`src/rtl/pe_inst_fetch_ctrl.sv`:
```
// Instruction-fetch sequencer for a PE's registered-read instruction ROM: walks 0..numInst-1, numIter times.
// Two output slots (output register plus skid) absorb the one-cycle ROM latency under stall.
module pe_inst_fetch_ctrl #(
  parameter int addrLen = 5,
  parameter int dataLen = 32,
  parameter int iterLen = 16
) (
  input  logic               clk,
  input  logic               reset,
  input  logic               start,
  input  logic [addrLen:0]   numInst,
  input  logic [iterLen-1:0] numIter,
  input  logic [dataLen-1:0] romData,
  input  logic               stall,
  output logic [addrLen-1:0] rdAddr,
  output logic [dataLen-1:0] instOut,
  output logic               instValid,
  output logic               instLast,
  output logic               busy,
  output logic               done
);

  typedef enum logic [1:0] {S_IDLE, S_FETCH, S_DRAIN, S_DONE} state_t;

  localparam logic [addrLen:0]   MaxInst = {1'b1, {addrLen{1'b0}}};
  localparam logic [addrLen:0]   OneInst = {{addrLen{1'b0}}, 1'b1};
  localparam logic [iterLen-1:0] OneIter = {{(iterLen-1){1'b0}}, 1'b1};

  state_t               state_q, state_d;
  logic [addrLen-1:0]   pc_q, pc_d;
  logic [iterLen-1:0]   iter_q, iter_d;
  logic [addrLen:0]     num_inst_q, num_inst_d;
  logic [iterLen-1:0]   num_iter_q, num_iter_d;
  logic                 infl_vld_q, infl_vld_d;
  logic                 infl_last_q, infl_last_d;
  logic                 out_vld_q, out_vld_d;
  logic [dataLen-1:0]   out_dat_q, out_dat_d;
  logic                 out_last_q, out_last_d;
  logic                 skid_vld_q, skid_vld_d;
  logic [dataLen-1:0]   skid_dat_q, skid_dat_d;
  logic                 skid_last_q, skid_last_d;

  logic       xfer;
  logic       out_free;
  logic [1:0] occ;
  logic       issue_ok;
  logic       pc_last;
  logic       iter_last;

  always_comb begin
    state_d     = state_q;
    pc_d        = pc_q;
    iter_d      = iter_q;
    num_inst_d  = num_inst_q;
    num_iter_d  = num_iter_q;
    infl_vld_d  = 1'b0;
    infl_last_d = 1'b0;
    out_vld_d   = out_vld_q;
    out_dat_d   = out_dat_q;
    out_last_d  = out_last_q;
    skid_vld_d  = skid_vld_q;
    skid_dat_d  = skid_dat_q;
    skid_last_d = skid_last_q;

    xfer      = out_vld_q && !stall;
    out_free  = xfer || !out_vld_q;
    occ       = 2'(out_vld_q) + 2'(skid_vld_q) + 2'(infl_vld_q);
    issue_ok  = (occ < (xfer ? 2'd3 : 2'd2));
    pc_last   = ({1'b0, pc_q} == (num_inst_q - OneInst));
    iter_last = (iter_q == (num_iter_q - OneIter));

    // Skid entry always leaves before the ROM word arriving this cycle.
    if (out_free) begin
      if (skid_vld_q) begin
        out_vld_d   = 1'b1;
        out_dat_d   = skid_dat_q;
        out_last_d  = skid_last_q;
        skid_vld_d  = infl_vld_q;
        skid_dat_d  = infl_vld_q ? romData : skid_dat_q;
        skid_last_d = infl_vld_q && infl_last_q;
      end else begin
        out_vld_d  = infl_vld_q;
        out_dat_d  = infl_vld_q ? romData : out_dat_q;
        out_last_d = infl_vld_q && infl_last_q;
      end
    end else if (infl_vld_q) begin
      skid_vld_d  = 1'b1;
      skid_dat_d  = romData;
      skid_last_d = infl_last_q;
    end

    unique case (state_q)
      S_IDLE: begin
        if (start) begin
          num_inst_d = (numInst > MaxInst) ? MaxInst : numInst;
          num_iter_d = numIter;
          pc_d       = '0;
          iter_d     = '0;
          state_d    = ((numInst == '0) || (numIter == '0)) ? S_DONE : S_FETCH;
        end
      end
      S_FETCH: begin
        if (issue_ok) begin
          infl_vld_d  = 1'b1;
          infl_last_d = pc_last;
          if (pc_last) begin
            pc_d   = '0;
            iter_d = iter_q + OneIter;
            if (iter_last) state_d = S_DRAIN;
          end else begin
            pc_d = pc_q + addrLen'(1);
          end
        end
      end
      S_DRAIN: begin
        if (!infl_vld_q && !skid_vld_q && out_free) state_d = S_DONE;
      end
      S_DONE: state_d = S_IDLE;
      default: state_d = S_IDLE;
    endcase
  end

  always_ff @(posedge clk) begin
    if (reset) begin
      state_q     <= S_IDLE;
      pc_q        <= '0;
      iter_q      <= '0;
      num_inst_q  <= '0;
      num_iter_q  <= '0;
      infl_vld_q  <= 1'b0;
      infl_last_q <= 1'b0;
      out_vld_q   <= 1'b0;
      out_dat_q   <= '0;
      out_last_q  <= 1'b0;
      skid_vld_q  <= 1'b0;
      skid_dat_q  <= '0;
      skid_last_q <= 1'b0;
    end else begin
      state_q     <= state_d;
      pc_q        <= pc_d;
      iter_q      <= iter_d;
      num_inst_q  <= num_inst_d;
      num_iter_q  <= num_iter_d;
      infl_vld_q  <= infl_vld_d;
      infl_last_q <= infl_last_d;
      out_vld_q   <= out_vld_d;
      out_dat_q   <= out_dat_d;
      out_last_q  <= out_last_d;
      skid_vld_q  <= skid_vld_d;
      skid_dat_q  <= skid_dat_d;
      skid_last_q <= skid_last_d;
    end
  end

  assign rdAddr    = pc_q;
  assign instOut   = out_dat_q;
  assign instValid = out_vld_q;
  assign instLast  = out_last_q;
  assign busy      = (state_q != S_IDLE);
  assign done      = (state_q == S_DONE);

endmodule

```
`config.mk`:
```
export PLATFORM = sky130hd
export DESIGN_NAME = pe_inst_fetch_ctrl
export DESIGN_NICKNAME = d
export VERILOG_FILES = /design/src/rtl/pe_inst_fetch_ctrl.sv
export SDC_FILE = /design/constraint.sdc
export NUM_CORES = 1
export LEC_CHECK = 0
export CORE_MARGIN = 5
export CORE_UTILIZATION = 45
export CTS_CLUSTER_DIAMETER = 100
export CTS_CLUSTER_SIZE = 30
export DETAILED_ROUTE_END_ITERATION = 10
export GPL_TIMING_DRIVEN = 0
export PLACE_DENSITY_LB_ADDON = 0.2
export SETUP_SLACK_MARGIN = 0.4
export SYNTH_ARGS = -nofsm -noshare
export SYNTH_HDL_FRONTEND = slang
export SYNTH_SLANG_ARGS = --single-unit
```
`constraint.sdc`:
```
create_clock -name clk -period 3.1 [get_ports clk]
set_input_delay 0.62 -clock clk [delete_from_list [all_inputs] [get_ports clk]]
set_output_delay 0.62 -clock clk [all_outputs]
set_load 0.01 [all_outputs]
```
After elaboration in Yosys (flattened, before gate mapping)
Index checks and enable logic that the tools add are counted.
{ "op_classes": {"add_sub_neg": 6, "multipliers": 0, "div": 0, "order_cmp": 2, "n_eq_ne": 11, "shifts": 0, "n_mux": 31, "bitwise": 2, "n_reduce_logical": 25} }
{ "ops": {"columns": ["operator", "n"], "rows": [
  ["$mux 32", 5],
  ["$mux 16", 3],
  ["$pmux 16 s2", 1],
  ["$add 16x1->16 const B", 1],
  ["$eq 16x16->1", 1],
  ["$logic_not 16->1", 1],
  ["$sub 16x1->16 const B", 1],
  ["$mux 5", 3],
  ["$mux 2", 6],
  ["$ne 2x2->1 const B", 6],
  ["$mux 1", 10],
  ["$pmux 5 s2", 1],
  ["$pmux 2 s4", 1],
  ["$reduce_bool 2->1", 4],
  ["$eq 5x6->1", 1],
  ["$gt 6x6->1 const B", 1],
  ["$logic_not 6->1", 1],
  ["$mux 6", 1],
  ["$reduce_and 2->1", 3],
  ["$sub 6x1->6 const B", 1],
  ["$add 5x1->5 const B", 1],
  ["$reduce_and 5->1", 1],
  ["$eq 2x2->1 const B", 2],
  ["$logic_and 1x1->1", 4],
  ["other kinds (12)", 17]
]} }
{ "totals": {"regBits": 115, "latchBits": 0, "ram_bits": 0, "romBits": 0, "word_cells": 90, "mem_count": 0} }

Longest topological paths before layout
{ "depth": {"ltp_word": 6, "mapped_depth": 10, "depth_no_buf": 9} }

Worst setup path before layout
No wires, ideal clock.
{ "synth_path": {"path_type": "reg-to-reg", "from": "reg num_inst_q[0]", "to": "reg state_q[1]", "t_arrival_ns": 2.646, "setup_slack_ns": 0.348, "stages_incl_launch_ff": 10, "period_less_slack_ns": 2.752, "cell_sequence": "dfxtp_1 > inv_1 > ha_1 > or3b_2 > a211o_1 > a211oi_1 > a31oi_1 > or2_2 > or4_1 > o311ai_0"} }
{ "synth_via": {"elab_chain_cells": 4} }
{ "synth_lines": {"columns": ["item", "line", "text"], "rows": [
  ["from (decl)", "32", "logic [addrLen:0] num_inst_q, num_inst_d;"],
  ["from (signal assigned)", "142", "num_inst_q <= num_inst_d;"],
  ["$sub 6x1->6", "69", "pc_last = ({1'b0, pc_q} == (num_inst_q - OneInst));"],
  ["$eq 5x6->1", "69", null],
  ["$ne 2x2->1 (no source line)", null, null],
  ["$reduce_and 5->1 (no source line)", null, null],
  ["to (signal assigned)", "139", "state_q <= state_d;"],
  ["to (decl)", "29", "state_t state_q, state_d;"]
]} }
Every way passes these cells.
A chain may end at the register's enable or synchronous reset.

Worst setup path in the final report
{ "layout_path": {"from": "reg num_iter_q[4]", "to": "reg state_q[0]"} }
{ "layout_via": {"elab_chain_cells": 4} }
{ "layout_lines": {"columns": ["item", "line", "text"], "rows": [
  ["from (decl)", "33", "logic [iterLen-1:0] num_iter_q, num_iter_d;"],
  ["from (signal assigned)", "143", "num_iter_q <= num_iter_d;"],
  ["$sub 16x1->16", "70", "iter_last = (iter_q == (num_iter_q - OneIter));"],
  ["$eq 16x16->1", "70", null],
  ["$ne 2x2->1 (no source line)", null, null],
  ["$reduce_and 5->1 (no source line)", null, null]
]} }
Every way passes these cells.

==> summary.md <==
| Metric | Value |
|---|---|
| Hold-fix buffers, CTS | 0 |
| Synthesized area | 5480 µm² |
| Die W | roughly 120 µm |
| Sequence of cells on the critical path | or4_4, buf_6, or3_4, a211o_1, a2111oi_4, o2111ai_2, or4_1, o311ai_1 |
| Max Clock Freq | ~350 MHz |
| Total wirelength of the detailed-routed design | 14.4 mm |
| Area Overhead vs Synth | 39.4% |
| Final core occ | 0.638 |
| Total number of H-tree levels | 4 |
| Total of warnings raised by yosys | 0 |
| Count of placed standard cells including taps | 906 |
| Number of violations of the max-capacitance limit | 0 |
| Leakage | 2.52 nW |
| Total power of the final layout | 5.98 mW |
| Pwr Density | 783 nW/µm² |
| Max-Slew Margin vs Limit | 0.492 |
| Critical path start-end classification | reg2reg |
| Via count of the first global-routing pass | approximately 4900 |
| Maximum fanout along the worst path | 2 |
| Number of optimization iterations in the first detailed-route pass | 5 |
| Data required time of the critical path | 3410 ps |
| CTS Root Cell | sky130_fd_sc_hd__clkbuf_16 |
| Number of clock sinks | 115 |
| DIE HEIGHT | 120 µm |
| Worst stage delay on the critical path | approximately 520 ps |
| Worst-Skew Late Latency | 400 ps |
| Sequential area share after synthesis | 0.420 |
| Non-filler cells, final | between 900 and 1000 |
| Crit end category | flip-flop |
| Fraction of final layout cells sized beyond drive strength 1 | 0.106 |
| Arrival @ worst endpoint | 3140 ps |
| Count of nets left with antenna violations after detail routing | 0 |
| Filler Cells Inserted | just over 1000 |
| CTS tree | yes |
| Post-placement worst setup slack | -241 ps |
| Placeable Area | between 10000 and 15000 µm² |
| Total I/O pin count | 99 |
| Remaining Overflow, GRT | 0 |
| Worst Tran Pin Value | between 700 and 800 ps |
| First-pass GRT wire length | 23.7 mm |
| DRC | 0 |
| Shortest clock period the worst path allows after layout | 2820 ps |
| Total negative slack for setup checks | 0 ps |
| Number of failing hold endpoints at the final stage | 0 |
| Total routing usage reported by global routing | 0.200 |
| DPL Wire Length | ~11 mm |
| Setup-failing EPs final | 0 |
| Cell with the largest stage delay on the worst path | sky130_fd_sc_hd__or4_4 |
| Post-detailed-route via-to-cell ratio | around 5.4 |
| Final estimated routing congestion in global placement | roughly 0.84 |
| Setup repair after global routing missed its margin | yes |
| Distinct cell type count after synthesis | 53 |
| Number of pins with negative max-slew slack in the final report | 0 |
| Number of nets produced by synthesis | 728 |
| Gate count after technology mapping | between 600 and 700 |
| Post-Route Skew | 5.11 ps |
| Number of antenna violations at the first check in global routing | 0 |
| Register bit count reported by yosys | 115 |
| Status | finished, final reports clean |
| Final layout net count | 856 |
| Async set or reset register ratio after synthesis | 0 |
| Die area | 14500 µm² |
| Primary flip-flop cell chosen by synthesis mapping | sky130_fd_sc_hd__dfxtp_1 |
| Deepest clock path buffer count | 2 |
| EDFF count, synth | 0 |
| Cell Rows | 40 |
| Final worst path period share | 0.911 |
| Maximum number of pins on one net before global-route repair | 17 |
| Count of inserted antenna diode cells | 0 |
| Detail-routed net length per standard cell | 15.2 µm |
| Post-route worst setup slack | 277 ps |
| Average size of a mapped cell | 8.28 µm² |
| Number of buffers created by CTS | 17 |
| Number of DRC violations after detailed-routing iteration 0 | 312 |
| Worst Setup Start Kind | flip-flop |
| IO buf count | slightly below 100 |
| Detailed-route via count | 5126 |
| Hold Path Class | reg2reg |
| Clock transition at path regs | 50 ps |
| Largest vdd supply drop | ~0.00054 V |
| Starting density of the core | 0.458 |
## logic make-up after synthesis
family                     synth area share
and+or+nand+nor                       0.221
muxes                                0.0640
xor gates and xnor gates             0.0656
adders and majority gates            0.0238
DFF                                   0.420
buffers and inverters                0.0443
AOI/OAI and AO/OA                     0.160
## routing by layer
metal | wire length, µm | vias up | track usage | part of all wire
li1 | - | 2581 | - | -
met1 | 6800 | 2408 | 0.269 | 0.47
met2 | 6750 | 120 | 0.319 | 0.47
met3 | 573 | 17 | 0.0435 | 0.040
met4 | 242 | 0 | 0.0673 | 0.017
met5 | 0 | - | 0 | 0
## registers in the layout, indices dropped and copies added (netlist names)
| name | count |
|---|---|
| instOut | 32 |
| num_inst_q | 6 |
| skid_last_q | 1 |
| state_q | 2 |
| instValid | 1 |
| rdAddr | 5 |
| infl_vld_q | 1 |
| skid_dat_q | 32 |
| num_iter_q | 16 |
| skid_vld_q | 1 |
| instLast | 1 |
| iter_q | 16 |
| infl_last_q | 1 |
## final cells by class
cell class | instances | area [µm²] | area share
buffer | 46 | 208 | 0.0272
sequential | 115 | 2310 | 0.303
clock inverter | 8 | 174 | 0.0228
timing repair buffer | 109 | 1070 | 0.140
inverter | 18 | 67.6 | 0.00886
tap | 147 | 184 | 0.0241
multi-input combinational | 482 | 3130 | 0.411
clock buffer | 22 | 484 | 0.0635
## critical path: cells and delay by family (launching register included)
family	cells	cell delay, ps
AOI/OAI and AO/OA	4	920
buffers and inverters	1	130
DFF	1	340
and+or+nand+nor	3	1350
## power breakdown
group	total [mW]	leakage, nW	internal, mW	switching [mW]
clock	2.16	0.315	1.50	0.656
sequential	1.82	0.936	1.67	0.157
combinational	1.99	1.27	0.903	1.09
total	5.98	2.52	4.07	1.90
## cell usage in the layout (no fill, tap or decap), types with 3 or more instances in the layout
cell type,synthesis,routed
sky130_fd_sc_hd__a211oi_1,35,33
sky130_fd_sc_hd__a21oi_1,60,60
sky130_fd_sc_hd__a31oi_1,4,3
sky130_fd_sc_hd__and3_1,3,3
sky130_fd_sc_hd__buf_1,5,5
sky130_fd_sc_hd__buf_4,0,11
sky130_fd_sc_hd__buf_6,0,3
sky130_fd_sc_hd__bufinv_16,0,5
sky130_fd_sc_hd__clkbuf_1,39,36
sky130_fd_sc_hd__clkbuf_16,0,17
sky130_fd_sc_hd__clkbuf_8,0,4
sky130_fd_sc_hd__clkdlybuf4s50_1,0,98
sky130_fd_sc_hd__dfxtp_1,115,112
sky130_fd_sc_hd__ha_1,8,6
sky130_fd_sc_hd__inv_1,18,17
sky130_fd_sc_hd__mux2i_1,35,35
sky130_fd_sc_hd__nand2_1,115,115
sky130_fd_sc_hd__nand3_1,9,9
sky130_fd_sc_hd__nand3b_1,7,7
sky130_fd_sc_hd__nand4_1,6,6
sky130_fd_sc_hd__nor2_1,59,58
sky130_fd_sc_hd__nor3_1,19,18
sky130_fd_sc_hd__nor4_1,22,12
sky130_fd_sc_hd__nor4_2,0,6
sky130_fd_sc_hd__nor4_4,0,4
sky130_fd_sc_hd__o211ai_1,3,3
sky130_fd_sc_hd__o21ai_0,7,5
sky130_fd_sc_hd__or4_1,7,5
sky130_fd_sc_hd__xnor2_1,30,30
sky130_fd_sc_hd__xor2_1,11,11
## final timing paths
check	start	endpoint	slack, ps	cells past startpoint
max reg2reg	num_iter_q[4]	state_q[0]	280	8
min reg2reg	skid_dat_q[25]	skid_dat_q[25]	450	2
max	num_iter_q[4]	state_q[0]	280	8
min	skid_dat_q[25]	skid_dat_q[25]	450	2
## synthesized netlist by cell type, drive strengths merged (7+ instances only)
cell | number | area, µm²
a21oi | 60 | 300
nor4 | 22 | 138
o21ai | 8 | 40.0
a211oi | 35 | 263
xnor2 | 30 | 263
nor3 | 19 | 95.1
clkbuf | 39 | 146
nand3b | 7 | 52.6
nand3 | 9 | 45.0
or4 | 7 | 52.6
dfxtp | 115 | 2300
nand2 | 115 | 432
ha | 8 | 100
buf | 7 | 28.8
inv | 18 | 67.6
nor2 | 59 | 221
xor2 | 11 | 96.3
mux2i | 35 | 350
## per-stage QoR
| stage | area, µm² | hold WS, ps |
|---|---|---|
| 2_1_floorplan | 5490 | 436 |
| 3_3_place_gp | 6650 | 441 |
| 3_5_place_dp | 6650 | 449 |
| 4_1_cts | 7500 | 456 |
| 5_1_grt | 7630 | 473 |
| 6_report | 7630 | 452 |
## what timing repair did
item | CTS | global route
gates resized for setup | 34 | 27
pin swaps | 4 | 9
setup endpoints to repair | 23 | 23
setup buffers | 8 | 3
(Power assumes the default switching activity.)
